## config.mk

```make
export PLATFORM = sky130hd
export DESIGN_NAME = mc_tag_lookup
export DESIGN_NICKNAME = d
export VERILOG_FILES = /design/src/rtl/mc_tag_lookup_pkg.sv /design/src/rtl/mc_tag_way_cmp.sv /design/src/rtl/mc_tag_lookup.sv
export SDC_FILE = /design/constraint.sdc
export NUM_CORES = 1
export LEC_CHECK = 0
export CORE_ASPECT_RATIO = 0.8
export CORE_MARGIN = 10
export CORE_UTILIZATION = 42
export CTS_BUF_LIST = sky130_fd_sc_hd__clkbuf_8 sky130_fd_sc_hd__clkbuf_16
export DETAILED_ROUTE_END_ITERATION = 10
export PLACE_DENSITY = 0.85
export REMOVE_ABC_BUFFERS = 1
export SETUP_SLACK_MARGIN = 0.15
export SYNTH_ARGS = -nofsm -noshare
export SYNTH_HDL_FRONTEND = slang
export SYNTH_SLANG_ARGS = --single-unit
```

## constraint.sdc

```tcl
create_clock -name clk -period 2.4 [get_ports clk]
set_input_delay 0.48 -clock clk [delete_from_list [all_inputs] [get_ports clk]]
set_output_delay 0.48 -clock clk [all_outputs]
set_load 0.01 [all_outputs]
```

## src/rtl/mc_tag_lookup_pkg.sv

```systemverilog
// ============================================================================
// Module : mc_tag_lookup_pkg
// Brief  : Shared helpers for the cache tag lookup pipeline.
// Rev    : 1.0 - initial release
// ============================================================================
`default_nettype none

package mc_tag_lookup_pkg;

    // Way index width: clog2 with a floor of one bit so WAYS=1 still has a port.
    function automatic int way_bits(input int ways);
        return (ways > 1) ? $clog2(ways) : 1;
    endfunction

endpackage

`default_nettype wire

```

## src/rtl/mc_tag_way_cmp.sv

```systemverilog
// ============================================================================
// Module : mc_tag_way_cmp
// Brief  : Single-way tag compare qualified by the line valid bit.
// Rev    : 1.0 - initial release
// ============================================================================
`default_nettype none

module mc_tag_way_cmp #(
    parameter int TAG_WIDTH = 12
) (
    input  logic [TAG_WIDTH-1:0] tag,
    input  logic [TAG_WIDTH-1:0] ref_tag,
    input  logic                 vld,
    output logic                 match
);

    localparam int NCH = (TAG_WIDTH + 1) / 2;

    logic [NCH-1:0] w_chunk_eq;

    // 2-bit xnor chunks feed one wide AND; synthesis is free to merge them.
    for (genvar c = 0; c < NCH; c++) begin : g_chunk
        if (2 * c + 1 < TAG_WIDTH) begin : g_pair
            assign w_chunk_eq[c] = ~|(tag[2*c+1:2*c] ^ ref_tag[2*c+1:2*c]);
        end else begin : g_single
            assign w_chunk_eq[c] = ~(tag[2*c] ^ ref_tag[2*c]);
        end
    end

    assign match = vld & (&w_chunk_eq);

endmodule

`default_nettype wire

```

## src/rtl/mc_tag_lookup.sv

```systemverilog
// ============================================================================
// Module : mc_tag_lookup
// Brief  : 2-stage elastic N-way tag lookup returning hit/way and refill victim.
//          Optional multi-hit error flag enabled by `define MC_TAG_MULTIHIT_EN.
// Rev    : 1.0 - initial release
// ============================================================================
`default_nettype none

module mc_tag_lookup
    import mc_tag_lookup_pkg::*;
#(
    parameter int TAG_WIDTH  = 12,
    parameter int WAYS       = 4,
    parameter int USER_WIDTH = 4
) (
    input  logic                          clk,
    input  logic                          rst_n,
    input  logic                          req_valid,
    output logic                          req_ready,
    input  logic [TAG_WIDTH-1:0]          req_ref,
    input  logic [WAYS*TAG_WIDTH-1:0]     req_tags,
    input  logic [WAYS-1:0]               req_tvld,
    input  logic [USER_WIDTH-1:0]         req_user,
    output logic                          resp_valid,
    input  logic                          resp_ready,
    output logic                          resp_hit,
    output logic [WAYS-1:0]               resp_way_oh,
    output logic [way_bits(WAYS)-1:0]     resp_way,
    output logic [way_bits(WAYS)-1:0]     resp_victim,
    output logic [USER_WIDTH-1:0]         resp_user,
    output logic                          err_multihit,
    input  logic                          err_clr
);

    localparam int WL = way_bits(WAYS);
    localparam logic [WL-1:0] c_last_way = WL'(WAYS - 1);

    logic [WAYS-1:0]       w_match;
    logic                  w_any_inv;
    logic [WL-1:0]         w_first_inv;
    logic                  w_s1_adv;
    logic                  w_s2_adv;
    logic                  w_resp_fire;
    logic                  w_hit;
    logic [WAYS-1:0]       w_way_oh;
    logic [WL-1:0]         w_way;
    logic [WL-1:0]         w_victim;
    logic [WL-1:0]         w_rr_next;

    logic                  r_s1_v;
    logic [WAYS-1:0]       r_s1_match;
    logic                  r_s1_any_inv;
    logic [WL-1:0]         r_s1_first_inv;
    logic [USER_WIDTH-1:0] r_s1_user;

    logic                  r_resp_valid;
    logic                  r_resp_hit;
    logic [WAYS-1:0]       r_resp_way_oh;
    logic [WL-1:0]         r_resp_way;
    logic [WL-1:0]         r_resp_victim;
    logic [USER_WIDTH-1:0] r_resp_user;
    logic                  r_resp_any_inv;
    logic [WL-1:0]         r_rr_ptr;

    for (genvar w = 0; w < WAYS; w++) begin : g_way
        mc_tag_way_cmp #(.TAG_WIDTH(TAG_WIDTH)) u_cmp (
            .tag     (req_tags[w*TAG_WIDTH +: TAG_WIDTH]),
            .ref_tag (req_ref),
            .vld     (req_tvld[w]),
            .match   (w_match[w])
        );
    end

    assign w_any_inv = ~&req_tvld;

    always_comb begin
        w_first_inv = '0;
        for (int w = WAYS - 1; w >= 0; w--) begin
            if (!req_tvld[w]) w_first_inv = WL'(w);
        end
    end

    assign w_resp_fire = r_resp_valid & resp_ready;
    assign w_s2_adv    = ~r_resp_valid | resp_ready;
    assign w_s1_adv    = ~r_s1_v | w_s2_adv;
    assign req_ready   = w_s1_adv;

    always_comb begin
        w_way_oh = '0;
        w_way    = '0;
        for (int w = WAYS - 1; w >= 0; w--) begin
            if (r_s1_match[w]) begin
                w_way_oh    = '0;
                w_way_oh[w] = 1'b1;
                w_way       = WL'(w);
            end
        end
    end

    assign w_hit = |r_s1_match;

    // A lookup loaded into S2 in the same cycle the previous miss retires must
    // already see the advanced round-robin pointer.
    always_comb begin
        w_rr_next = r_rr_ptr;
        if (w_resp_fire && !r_resp_hit && !r_resp_any_inv) begin
            w_rr_next = (r_rr_ptr == c_last_way) ? '0 : r_rr_ptr + WL'(1);
        end
    end

    assign w_victim = r_s1_any_inv ? r_s1_first_inv : w_rr_next;

    always_ff @(posedge clk or negedge rst_n) begin
        if (!rst_n) begin
            r_s1_v       <= 1'b0;
            r_resp_valid <= 1'b0;
            r_rr_ptr     <= '0;
        end else begin
            if (w_s1_adv) r_s1_v <= req_valid;
            if (w_s2_adv) r_resp_valid <= r_s1_v;
            r_rr_ptr <= w_rr_next;
        end
    end

    always_ff @(posedge clk) begin
        if (w_s1_adv && req_valid) begin
            r_s1_match     <= w_match;
            r_s1_any_inv   <= w_any_inv;
            r_s1_first_inv <= w_first_inv;
            r_s1_user      <= req_user;
        end
        if (w_s2_adv && r_s1_v) begin
            r_resp_hit     <= w_hit;
            r_resp_way_oh  <= w_way_oh;
            r_resp_way     <= w_way;
            r_resp_victim  <= w_victim;
            r_resp_user    <= r_s1_user;
            r_resp_any_inv <= r_s1_any_inv;
        end
    end

`ifdef MC_TAG_MULTIHIT_EN
    logic r_resp_multi;
    logic r_err;

    always_ff @(posedge clk) begin
        if (w_s2_adv && r_s1_v) r_resp_multi <= |(r_s1_match & (r_s1_match - WAYS'(1)));
    end

    always_ff @(posedge clk or negedge rst_n) begin
        if (!rst_n) begin
            r_err <= 1'b0;
        end else if (err_clr) begin
            r_err <= 1'b0;
        end else if (w_resp_fire && r_resp_multi) begin
            r_err <= 1'b1;
        end
    end

    assign err_multihit = r_err;
`else
    logic w_unused_err_clr;
    assign w_unused_err_clr = err_clr;
    assign err_multihit     = 1'b0;
`endif

    assign resp_valid  = r_resp_valid;
    assign resp_hit    = r_resp_hit;
    assign resp_way_oh = r_resp_way_oh;
    assign resp_way    = r_resp_way;
    assign resp_victim = r_resp_victim;
    assign resp_user   = r_resp_user;

endmodule

`default_nettype wire

```

-- Word-level counts from Yosys, hierarchy flattened
Cells that the tools add are included.
Widths: inputs -> output; s select.
- flip-flop bits (word level): 29
- input port bits: 73
- logic and storage cells: 128
- output and inout bits: 16
- $add $sub $neg: 1
- reductions and logical operators: 64
- muxes and demuxes: 12
- equality and inequality tests: 1
- bitwise logic cells: 33
- operators by type and width (cell ; number):
    $reduce_or 2->1 ; 25
    $xor 2x2->2 ; 24
    $logic_not 1->1 ; 27
    $reduce_and 6->1 ; 4
    $mux 2 ; 8
    $and 1x1->1 ; 5
    $logic_and 1x1->1 ; 4
    $mux 4 ; 1
    $reduce_and 4->1 ; 1
    $reduce_or 4->1 ; 1
    $mux 3 ; 1
    $reduce_or 3->1 ; 1
    $add 2x1->2 const B ; 1
    $eq 2x2->1 const B ; 1
    $mux 1 ; 2
    $not 1->1 ; 2
    $or 1x1->1 ; 2
    $reduce_and 2->1 ; 1

-- Depth between registers and ports, before layout
Gate-level depths: netlist (run 1).
- depth after elaboration: 5
- depth in mapped cells: 4
- gate-level depth less buffers: 4

-- By module
From an unflattened synthesis (run 1), not the netlist that was laid out.
- cells, all modules: 127
- area total of the unflattened synthesis: 1617.8 um^2
- by module, submodules not included (module ; instances ; area each (um^2) ; cells each):
    mc_tag_lookup ; 1 ; 1062.3 ; 59
    mc_tag_way_cmp ; 4 ; 138.9 ; 17

-- Worst setup path after synthesis (run 1)
Ideal clock, no wire load.
- path kind: reg2reg
- start: register r_resp_hit (netlist: resp_hit)
- end: register r_resp_victim[0] (netlist: resp_victim[0]) (data pin)
- slack: 0.819 ns
- data arrival time: 1.321 ns
- data required time: 2.140 ns
- cell stages (with the launch flop): 4
- setup time: 0.260 ns
- path through: edfxtp_1 -> and4bb_4 -> mux2_4 -> mux2_2
- word-level cells in the longest chain between the ends: 5
- ends and longest elaborated chain (item ; RTL line ; source):
    start: declaration ; mc_tag_lookup.sv:57 ; logic r_resp_hit;
    start signal: assignment ; mc_tag_lookup.sv:133 ; r_resp_hit <= w_hit;
    $logic_not 1->1 ; mc_tag_lookup.sv:106 ; if (w_resp_fire && !r_resp_hit && !r_resp_any_inv) begin
    $logic_and 1x1->1 (2 in a row) ; mc_tag_lookup.sv:106 ;
    $mux 2 ; mc_tag_lookup.sv:106 ;
    net w_rr_next[0] ; mc_tag_lookup.sv:48 ; logic [WL-1:0] w_rr_next;
    $mux 2 ; mc_tag_lookup.sv:111 ; assign w_victim = r_s1_any_inv ? r_s1_first_inv : w_rr_next;
    net w_victim[0] ; mc_tag_lookup.sv:47 ; logic [WL-1:0] w_victim;
    end signal: assignment ; mc_tag_lookup.sv:136 ; r_resp_victim <= w_victim;
    end: declaration ; mc_tag_lookup.sv:60 ; logic [WL-1:0] r_resp_victim;
The timed path passes the listed nets, and every way through them passes these cells.
A chain may end at the register's enable or synchronous reset.

-- Worst setup path after layout (run 1)
- start: input port resp_ready
- end: output port req_ready
- word-level cells in the longest chain between the ends: 2
- ends and longest elaborated chain (item ; RTL line ; source):
    start: declaration ; mc_tag_lookup.sv:25 ; input logic resp_ready,
    $or 1x1->1 ; mc_tag_lookup.sv:84 ; assign w_s2_adv = ~r_resp_valid | resp_ready;
    $or 1x1->1 ; mc_tag_lookup.sv:85 ; assign w_s1_adv = ~r_s1_v | w_s2_adv;
    end: declaration ; mc_tag_lookup.sv:19 ; output logic req_ready,
Every way passes these cells.

==> flow_summary_export.csv, run 1 <==
group,metric,value,unit
outcome,status,"completed",
die,start_util,0.4334,
power,leakage,0.8907,nW
sta,finalHoldViolCount,0,
min_path,hp-class,"input port to async pin",
detailed_routing,wl,4236,um
die,num_io_pins,89,
job,maxCapViolCount,0,
global_route,busiest_layer,"met2",
placed_design,io_buffers,86,
sta,grt_setup_unrepaired,"no",
detailed_routing,via_per_inst,4.623,
detailed_routing,num_vias,1276,
logic_synthesis,synthTopCellsByArea,"edfxtp_1 46%, xnor2_1 26%, dfrtp_1 6.1%, nand4_1 3.4%, clkbuf_1 2.8%",
placed_design,detailed_place_hpwl,3757,um
detailed_routing,drtAntennaViolNets,0,
cts,clk_latency,0.27,ns
placed_design,finalWeightedCongestion,0.7175,
logic_synthesis,synth_area,1638,sq um
logic_synthesis,synth_warnings,0,
logic_synthesis,synth_seq_area_share,0.5195,
global_route,grt_first_pass_wirelength,6630,um
detailed_routing,drc,0,
critical_path,required,1.92,ns
logic_synthesis,synth-seq-cells,29,
final_layout,ff_latch_area,850.8,sq um
global_route,first_global_vias,1482,
cts,clk_pin_slew,0.06,ns
global_route,gr-total-overflow,0,
final_layout,nNetsFinal,294,
sta,drv_slew,0,
logic_synthesis,async_flop_share,0.1379,
critical_path,worst-endpoint-arrival,1.69,ns
cts,htreeDepth,2,
cts,cts_setup_buffers,0,
cts,numCtsBuffers,5,
logic_synthesis,synthCells,139,
cts,cts_hold_buf,0,
detailed_routing,wl_per_cell,15.35,um
sta,skew,0.004190,ns
die,die_h,75.86,um
sta,min_period_over_period,0.9054,
placed_design,place_inst,268,
sta,finalSetupTns,0,ns
final_layout,multiInputGateArea,730.7,sq um
die,rows,20,
global_route,use_met1,0.1061,
sta,finalSetupViolations,0,
power,power.density,553.0,nW/um^2
logic_synthesis,synth_top_area_share,0.4584,
cts,clock_tree.root_cell,"clkbuf_8",
critical_path,r2r_cells,3,
final_layout,diodes,0,
sta,fmax,0.4602,GHz
detailed_routing,first_pass_iters,4,
die,coreArea,3779,sq um
final_layout,fillers,288,
detailed_routing,drt_iter0_drc,19,
global_route,grt_util_met2,0.2154,
logic_synthesis,syn_area_per_cell,11.78,sq um
global_route,grt_max_degree,15,
power,ir_drop,266.5,uV
logic_synthesis,ys_types,25,
critical_path,end_kind,"primary output",
critical_path,critPathKind,"input port to primary output",
final_layout,layout.cells.non_filler,276,
critical_path,crit_path_max_fanout,3,
logic_synthesis,yosys.area.top_type,"edfxtp_1",
cts,postCtsResizedCells,0,
die,die_area,6813,sq um
cts,cts_tree,"built",
global_route,antenna_found_initial,0,
final_layout,area_growth,60.50,%
global_route,grt.total_usage,0.1210,
cts,cts.sinks,29,
global_route,met3_usage,0.09547,
logic_synthesis,ys.flop_type,"edfxtp_1",
power,total_power,0.001454,W
sta,post-route-min-period,2.173,ns
logic_synthesis,synth_enable_flop_cells,25,
die,die_x,89.82,um
cts,cts_buffer_depth,2,
critical_path,worst_setup_path_start_kind,"input port",
final_layout,layout-drive-gt1-share,0.05430,
-- power by group --
group	total, W	internal (W)	leakage (nW)	switching, W
combinational	0.000359	0.000231	0.548	0.000129
clock	0.000467	0.000301	0.0570	0.000165
sequential	0.000628	0.000602	0.286	0.0000254
-- metal layers --
layer	vias up	share of wire
met2	75	0.46
li1	636	-
met5	-	0
met1	560	0.36
met4	0	0.0061
met3	5	0.17
-- logic make-up after synthesis --
family,after synthesis,synth area share
flops,29,0.5195
compound gates,3,0.01070
other cells,1,0.002290
fa+ha+maj,1,0.007638
mux,4,0.03209
simple gates,39,0.1367
xor+xnor,48,0.2567
buf+inv,14,0.03437
-- worst paths after layout --
check	startpoint	end	slack, ns
max	resp_ready	req_ready	0.23
min	rst_n	resp_valid	0.41
max reg2reg	resp_hit	resp_victim[1]	0.82
min reg2reg	r_s1_user[0]	resp_user[0]	0.42
max in group asynchronous	rst_n	r_rr_ptr[1]	1.82
min in group clk	r_s1_user[0]	resp_user[0]	0.42
-- registers in the layout (all words and copies together), names as in the netlist --
| name | count |
|---|---|
| resp_victim | 2 |
| r_s1_any_inv | 1 |
| r_resp_any_inv | 1 |
| resp_hit | 1 |
| r_rr_ptr | 2 |
| r_s1_first_inv | 2 |
| resp_valid | 1 |
| resp_way | 2 |
| r_s1_v | 1 |
| resp_user | 4 |
| resp_way_oh | 4 |
| r_s1_match | 4 |
| r_s1_user | 4 |
-- synthesized netlist by cell type (all sizes together), types with 3 or more instances --
| library cell | count |
|---|---|
| xnor2 | 48 |
| nand2b | 3 |
| dfrtp | 4 |
| nand3 | 4 |
| edfxtp | 25 |
| nor4 | 4 |
| nand4 | 9 |
| nor2 | 4 |
| nand2 | 6 |
| clkbuf | 12 |
| mux2 | 4 |
-- per-stage QoR --
| stage | area, sq um | utilization | worst slack [ns] | hold WS (ns) |
|---|---|---|---|---|
| floorplan | 1585 | - | 0.8190 | 0.1844 |
| global placement | 2522 | 0.6676 | 0.2451 | 0.4048 |
| detailed placement | 2522 | 0.6676 | 0.2172 | 0.4045 |
| CTS | 2629 | 0.6957 | 0.2197 | 0.4108 |
| global route | 2629 | 0.6957 | 0.1619 | 0.4240 |
| finish | 2629 | 0.6957 | 0.2271 | 0.4105 |
-- critical path, stage by stage --
cell and delay (ns):
clkdlybuf4s50_1 0.48, nand3b_1 0.17, clkdlybuf4s50_1 0.56
-- layout make-up --
| type | instances | area share |
|---|---|---|
| timing repair buffer | 87 | 0.3303 |
| sequential | 29 | 0.3237 |
| multi-input combinational | 96 | 0.2780 |
| clock buffer | 5 | 0.02618 |
| tap | 55 | 0.02618 |
| clock inverter | 3 | 0.01428 |
| inverter | 1 | 0.001428 |
-- cells in the final DEF (no fill, tap or decap), drive strengths merged --
cell,n
a21boi,1
a21oi,2
and2,2
and3,1
and4bb,1
buf,1
bufinv,1
clkbuf,5
clkdlybuf4s50,86
clkinv,1
conb,1
dfrtp,4
edfxtp,25
ha,1
inv,2
mux2,4
nand2,6
nand2b,3
nand3,4
nand3b,1
nand4,9
nor2,4
nor2b,1
nor3,2
nor4,4
or2b,1
xnor2,48
Power figures use the tool's default switching activity.
==> inputs of run 2 (changes only) <==
Settings changed: PLACE_DENSITY 0.85 to 0.86, SETUP_SLACK_MARGIN 0.15 to not set.
==> flow_summary_export.csv, run 2 (same netlist as run 1, synthesis figures left out) <==
group,metric,value,unit
die,die_h,75.86,um
power,power.density,516.9,nW/um^2
sta,grt_setup_unrepaired,"no",
placed_design,finalWeightedCongestion,0.7302,
power,leakage,0.8829,nW
final_layout,ff_latch_area,850.8,sq um
global_route,first_global_vias,1467,
cts,cts.sinks,29,
global_route,grt_max_degree,15,
sta,skew,0.005622,ns
sta,fmax,0.4642,GHz
placed_design,io_buffers,86,
die,rows,20,
critical_path,setup.worst_path.start,"resp_ready",
detailed_routing,drtAntennaViolNets,0,
final_layout,nNetsFinal,294,
critical_path,r2r_cells,3,
global_route,gr-total-overflow,0,
sta,post-route-min-period,2.154,ns
global_route,grt.total_usage,0.1287,
sta,finalHoldViolCount,0,
final_layout,finalCoreUtilization,0.6894,
critical_path,worstReg2RegStart,"resp_hit",
cts,clock_tree.root_cell,"clkbuf_8",
detailed_routing,wl,4240,um
die,coreArea,3779,sq um
die,die_x,89.82,um
cts,cts_hold_buf,0,
final_layout,diodes,0,
final_layout,multiInputGateArea,730.7,sq um
job,maxCapViolCount,0,
final_layout,layout_common_cells,"86 x clkdlybuf4s50_1, 48 x xnor2_1, 25 x edfxtp_1, 9 x nand4_1, 6 x nand2_1",
sta,finalSetupTns,0,ns
cts,numCtsBuffers,5,
die,die_area,6813,sq um
final_layout,layout_commonest_cell,"clkdlybuf4s50_1",
placed_design,placed_cell_area,2522,sq um
detailed_routing,first_pass_iters,4,
global_route,antenna_found_initial,0,
cts,clk_pin_slew,0.06,ns
sta,hold_ws,0.4041,ns
outcome,status,"completed",
detailed_routing,drc,0,
detailed_routing,num_vias,1266,
final_layout,area_growth,59.05,%
detailed_routing,wl_per_cell,15.36,um
placed_design,detailed_place_hpwl,3805,um
critical_path,critPathKind,"input port to primary output",
critical_path,end_kind,"primary output",
sta,finalSetupViolations,0,
min_path,hp-class,"input port to async pin",
cts,htreeDepth,2,
critical_path,crit_end,"req_ready",
critical_path,reg2reg_slack,0.83,ns
cts,cts_setup_buffers,0,
final_layout,design_area,2605,sq um
power,total_power,0.001346,W
cts,clk_latency,0.27,ns
sta,drv_slew,0,
cts,postCtsResizedCells,0,
final_layout,fillers,279,
critical_path,r2r-end,"resp_victim[1]",
critical_path,worst_setup_path_start_kind,"input port",
global_route,grt_first_pass_wirelength,6824,um
critical_path,required,1.92,ns
die,start_util,0.4334,
final_layout,layout-drive-gt1-share,0.05882,
die,num_io_pins,89,
critical_path,crit_path_max_fanout,3,
sta,min_period_over_period,0.8977,
critical_path,worst-endpoint-arrival,1.67,ns
cts,cts_buffer_depth,2,
cts,cts_tree,"built",
detailed_routing,drt_iter0_drc,19,
detailed_routing,via_per_inst,4.587,
power,ir_drop,222.3,uV
run 2: cell count changes in the layout (fill, tap and decap cells not counted):
cell / before / now
clkinv_1: 1 / 0
bufinv_16: 1 / 0
clkinv_2: 0 / 2
run 2: final cells by class:
type	count	area share
multi-input cells	96	0.2805
inverters	1	0.001441
clock inverters	3	0.005283
clock buffers	5	0.02642
well taps	55	0.02642
repair buffers	87	0.3333
flip-flops and latches	29	0.3266
run 2: metrics by stage:
step	cells	setup WS, ns
2_1_floorplan	126	0.8190
3_3_place_gp	268	0.2641
3_5_place_dp	268	0.2434
4_1_cts	276	0.2376
5_1_grt	276	0.1810
6_report	276	0.2456
run 2: worst min-delay path by stage:
stage,start,endpoint,cells after the start
after floorplan,rst_n,r_rr_ptr[0],0
after global placement,r_s1_user[0],resp_user[0],0
after detailed placement,r_s1_user[0],resp_user[0],0
after CTS,rst_n,r_s1_v,1
after global routing,rst_n,r_rr_ptr[1],1
final,rst_n,r_rr_ptr[0],1
run 2: where the power goes:
part	switching (W)	internal [W]	total, W
registers	0.0000212	0.000602	0.000623
clock network	0.000167	0.000196	0.000363
logic	0.000130	0.000230	0.000360
total	0.000318	0.00103	0.00135
run 2: layer usage:
metal | up-vias | track usage | part of all wire
met1 | 549 | 0.1130 | 0.36
met2 | 77 | 0.2227 | 0.45
met4 | 0 | 0.04830 | 0.011
li1 | 634 | - | -
met5 | - | 0 | 0
met3 | 6 | 0.1014 | 0.17
run 2: worst max-delay path: stages:
cell and delay (ns):
clkdlybuf4s50_1 0.49, nand3b_1 0.15, clkdlybuf4s50_1 0.55
==> inputs of run 3 (changes only) <==
Settings changed: CTS_CLUSTER_SIZE set to 24, SYNTH_HIERARCHICAL set to 1.
==> flow_summary_export.csv, run 3 <==
group,metric,value,unit
logic_synthesis,synth_top_area_share,0.4640,
final_layout,area_growth,61.95,%
critical_path,reg2reg_slack,0.82,ns
logic_synthesis,synth_warnings,6,
final_layout,diodes,0,
cts,postCtsResizedCells,0,
detailed_routing,num_vias,1239,
global_route,grt_max_degree,15,
detailed_routing,first_pass_iters,5,
logic_synthesis,yosys.area.top_type,"edfxtp_1",
critical_path,worstReg2RegStart,"resp_hit",
power,leakage,0.8782,nW
placed_design,place_inst,257,
detailed_routing,wl,3951,um
final_layout,finalCoreUtilization,0.6980,
detailed_routing,drc,0,
power,ir_drop,207.2,uV
detailed_routing,via_per_inst,4.675,
die,die_h,75.51,um
cts,clk_latency,0.27,ns
global_route,grt_first_pass_wirelength,6272,um
final_layout,layout-drive-gt1-share,0.08145,
logic_synthesis,ys.flop_type,"edfxtp_1",
placed_design,io_buffers,86,
logic_synthesis,synth.most_common_cell,"xnor2_1",
power,total_power,0.001355,W
detailed_routing,wl_per_cell,14.91,um
critical_path,critPathKind,"input port to primary output",
power,p_switching,0.0003245,W
power,seq_power_share,0.461,
power,p_comb_frac,0.263,
placed_design,finalWeightedCongestion,0.7510,
cts,clock_tree.root_cell,"clkbuf_8",
global_route,gr-total-overflow,0,
final_layout,ff_latch_area,850.8,sq um
final_layout,multiInputGateArea,755.7,sq um
sta,finalSetupTns,0,ns
cts,htreeDepth,2,
die,start_util,0.4310,
power,p_int,0.001031,W
logic_synthesis,synth_area,1618,sq um
logic_synthesis,synth-seq-cells,29,
logic_synthesis,synth_commonest_cells,"48 x xnor2_1, 25 x edfxtp_1, 9 x nand4_1",
final_layout,layout_common_cells,"86 x clkdlybuf4s50_1, 48 x xnor2_1, 25 x edfxtp_1, 9 x nand4_1, 6 x nand2_1",
logic_synthesis,async_flop_share,0.1379,
job,maxCapViolCount,0,
outcome,status,"completed",
critical_path,crit_path_max_fanout,3,
critical_path,required,1.92,ns
sta,finalHoldViolCount,0,
logic_synthesis,syn_area_per_cell,12.74,sq um
critical_path,r2r-end,"resp_victim[0]",
cts,cts.sinks,29,
die,die_area,6750,sq um
critical_path,end_kind,"primary output",
logic_synthesis,synthCells,127,
logic_synthesis,synth_enable_flop_cells,25,
power,switching_share,0.2395,
global_route,grt.total_usage,0.1200,
final_layout,layout_commonest_cell,"clkdlybuf4s50_1",
cts,numCtsBuffers,5,
cts,clk_pin_slew,0.06,ns
global_route,first_global_vias,1318,
die,die_x,89.39,um
logic_synthesis,ys_types,24,
global_route,antenna_found_initial,0,
cts,cts_tree,"built",
final_layout,fillers,303,
critical_path,worst-endpoint-arrival,1.67,ns
die,num_io_pins,89,
power,power.density,517.2,nW/um^2
cts,cts_hold_buf,0,
logic_synthesis,synthTopCellsByArea,"edfxtp_1 46%, xnor2_1 26%, dfrtp_1 6.2%, nand4_1 3.5%, nor4_2 3.1%",
die,coreArea,3754,sq um
sta,post-route-min-period,2.146,ns
detailed_routing,drtAntennaViolNets,0,
detailed_routing,drt_iter0_drc,18,
critical_path,worst_setup_path_start_kind,"input port",
die,rows,20,
power,pwr-share-clk,0.276,
sta,drv_slew,0,
critical_path,r2r_cells,3,
sta,skew,0.003848,ns
sta,grt_setup_unrepaired,"no",
final_layout,nNetsFinal,294,
placed_design,detailed_place_hpwl,3529,um
cts,cts_setup_buffers,0,
logic_synthesis,synth_seq_area_share,0.5259,
cts,cts_buffer_depth,2,
final_layout,layout.cells.non_filler,265,
sta,fmax,0.4659,GHz
sta,min_period_over_period,0.8943,
min_path,hp-class,"input port to async pin",
sta,finalSetupViolations,0,
-- run 3: layout make-up --
class | count | area share
clock inverter | 3 | 0.006686
inverter | 1 | 0.001433
clock buffer | 5 | 0.02627
sequential | 29 | 0.3247
multi-input combinational | 96 | 0.2884
tap | 44 | 0.02101
timing repair buffer | 87 | 0.3314
-- run 3: per-stage QoR --
| step | area [sq um] | worst slack [ns] | hold WS, ns |
|---|---|---|---|
| 3_3_place_gp | 2534 | 0.2612 | 0.4057 |
| 2_1_floorplan | 1610 | 0.8190 | 0.1844 |
| 3_5_place_dp | 2534 | 0.2564 | 0.4045 |
| 5_1_grt | 2620 | 0.2353 | 0.4209 |
| 6_report | 2620 | 0.2537 | 0.4057 |
| 4_1_cts | 2620 | 0.2563 | 0.4015 |
-- run 3: worst max path at each step --
stage | startpoint | endpoint | slack [ns] | cells past startpoint
final | resp_ready | req_ready | 0.25 | 3
after global routing | resp_ready | req_ready | 0.24 | 3
after CTS | resp_ready | req_ready | 0.26 | 3
after detailed placement | resp_ready | req_ready | 0.26 | 3
after global placement | resp_ready | req_ready | 0.26 | 3
after floorplan | resp_hit | resp_victim[0] | 0.82 | 3
-- run 3: cells by family after synthesis --
logic type               count (synthesis)  share of synthesized area
adder cells (fa/ha/maj)                  1                   0.007733
XOR/XNOR                                48                     0.2599
multiplexers                             4                    0.03248
other                                    1                   0.002318
AO/OA/AOI/OAI                            3                    0.01083
AND/OR/NAND/NOR                         39                     0.1539
flip-flops                              29                     0.5259
buffers and inverters                    2                   0.006960
-- run 3: critical path, stage by stage --
cell and delay, ns:
clkdlybuf4s50_1 0.49, nand3b_1 0.15, clkdlybuf4s50_1 0.55
-- run 3: power groups by stage --
stage | Clock (W) | Combinational [W] | Sequential, W
final | 0.000375 | 0.000356 | 0.000625
after global routing | 0.000407 | 0.000389 | 0.000631
after floorplan | 0 | 0.000148 | 0.000640
after CTS | 0.000388 | 0.000361 | 0.000626
after global placement | 0 | 0.000353 | 0.000634
after detailed placement | 0 | 0.000361 | 0.000633
-- run 3: per-layer routing --
| layer | track usage | vias up | part of all wire |
|---|---|---|---|
| li1 | - | 638 | - |
| met1 | 0.1246 | 537 | 0.39 |
| met2 | 0.2068 | 60 | 0.47 |
| met3 | 0.06624 | 4 | 0.13 |
| met4 | 0.03169 | 0 | 0.0068 |
| met5 | 0 | - | 0 |
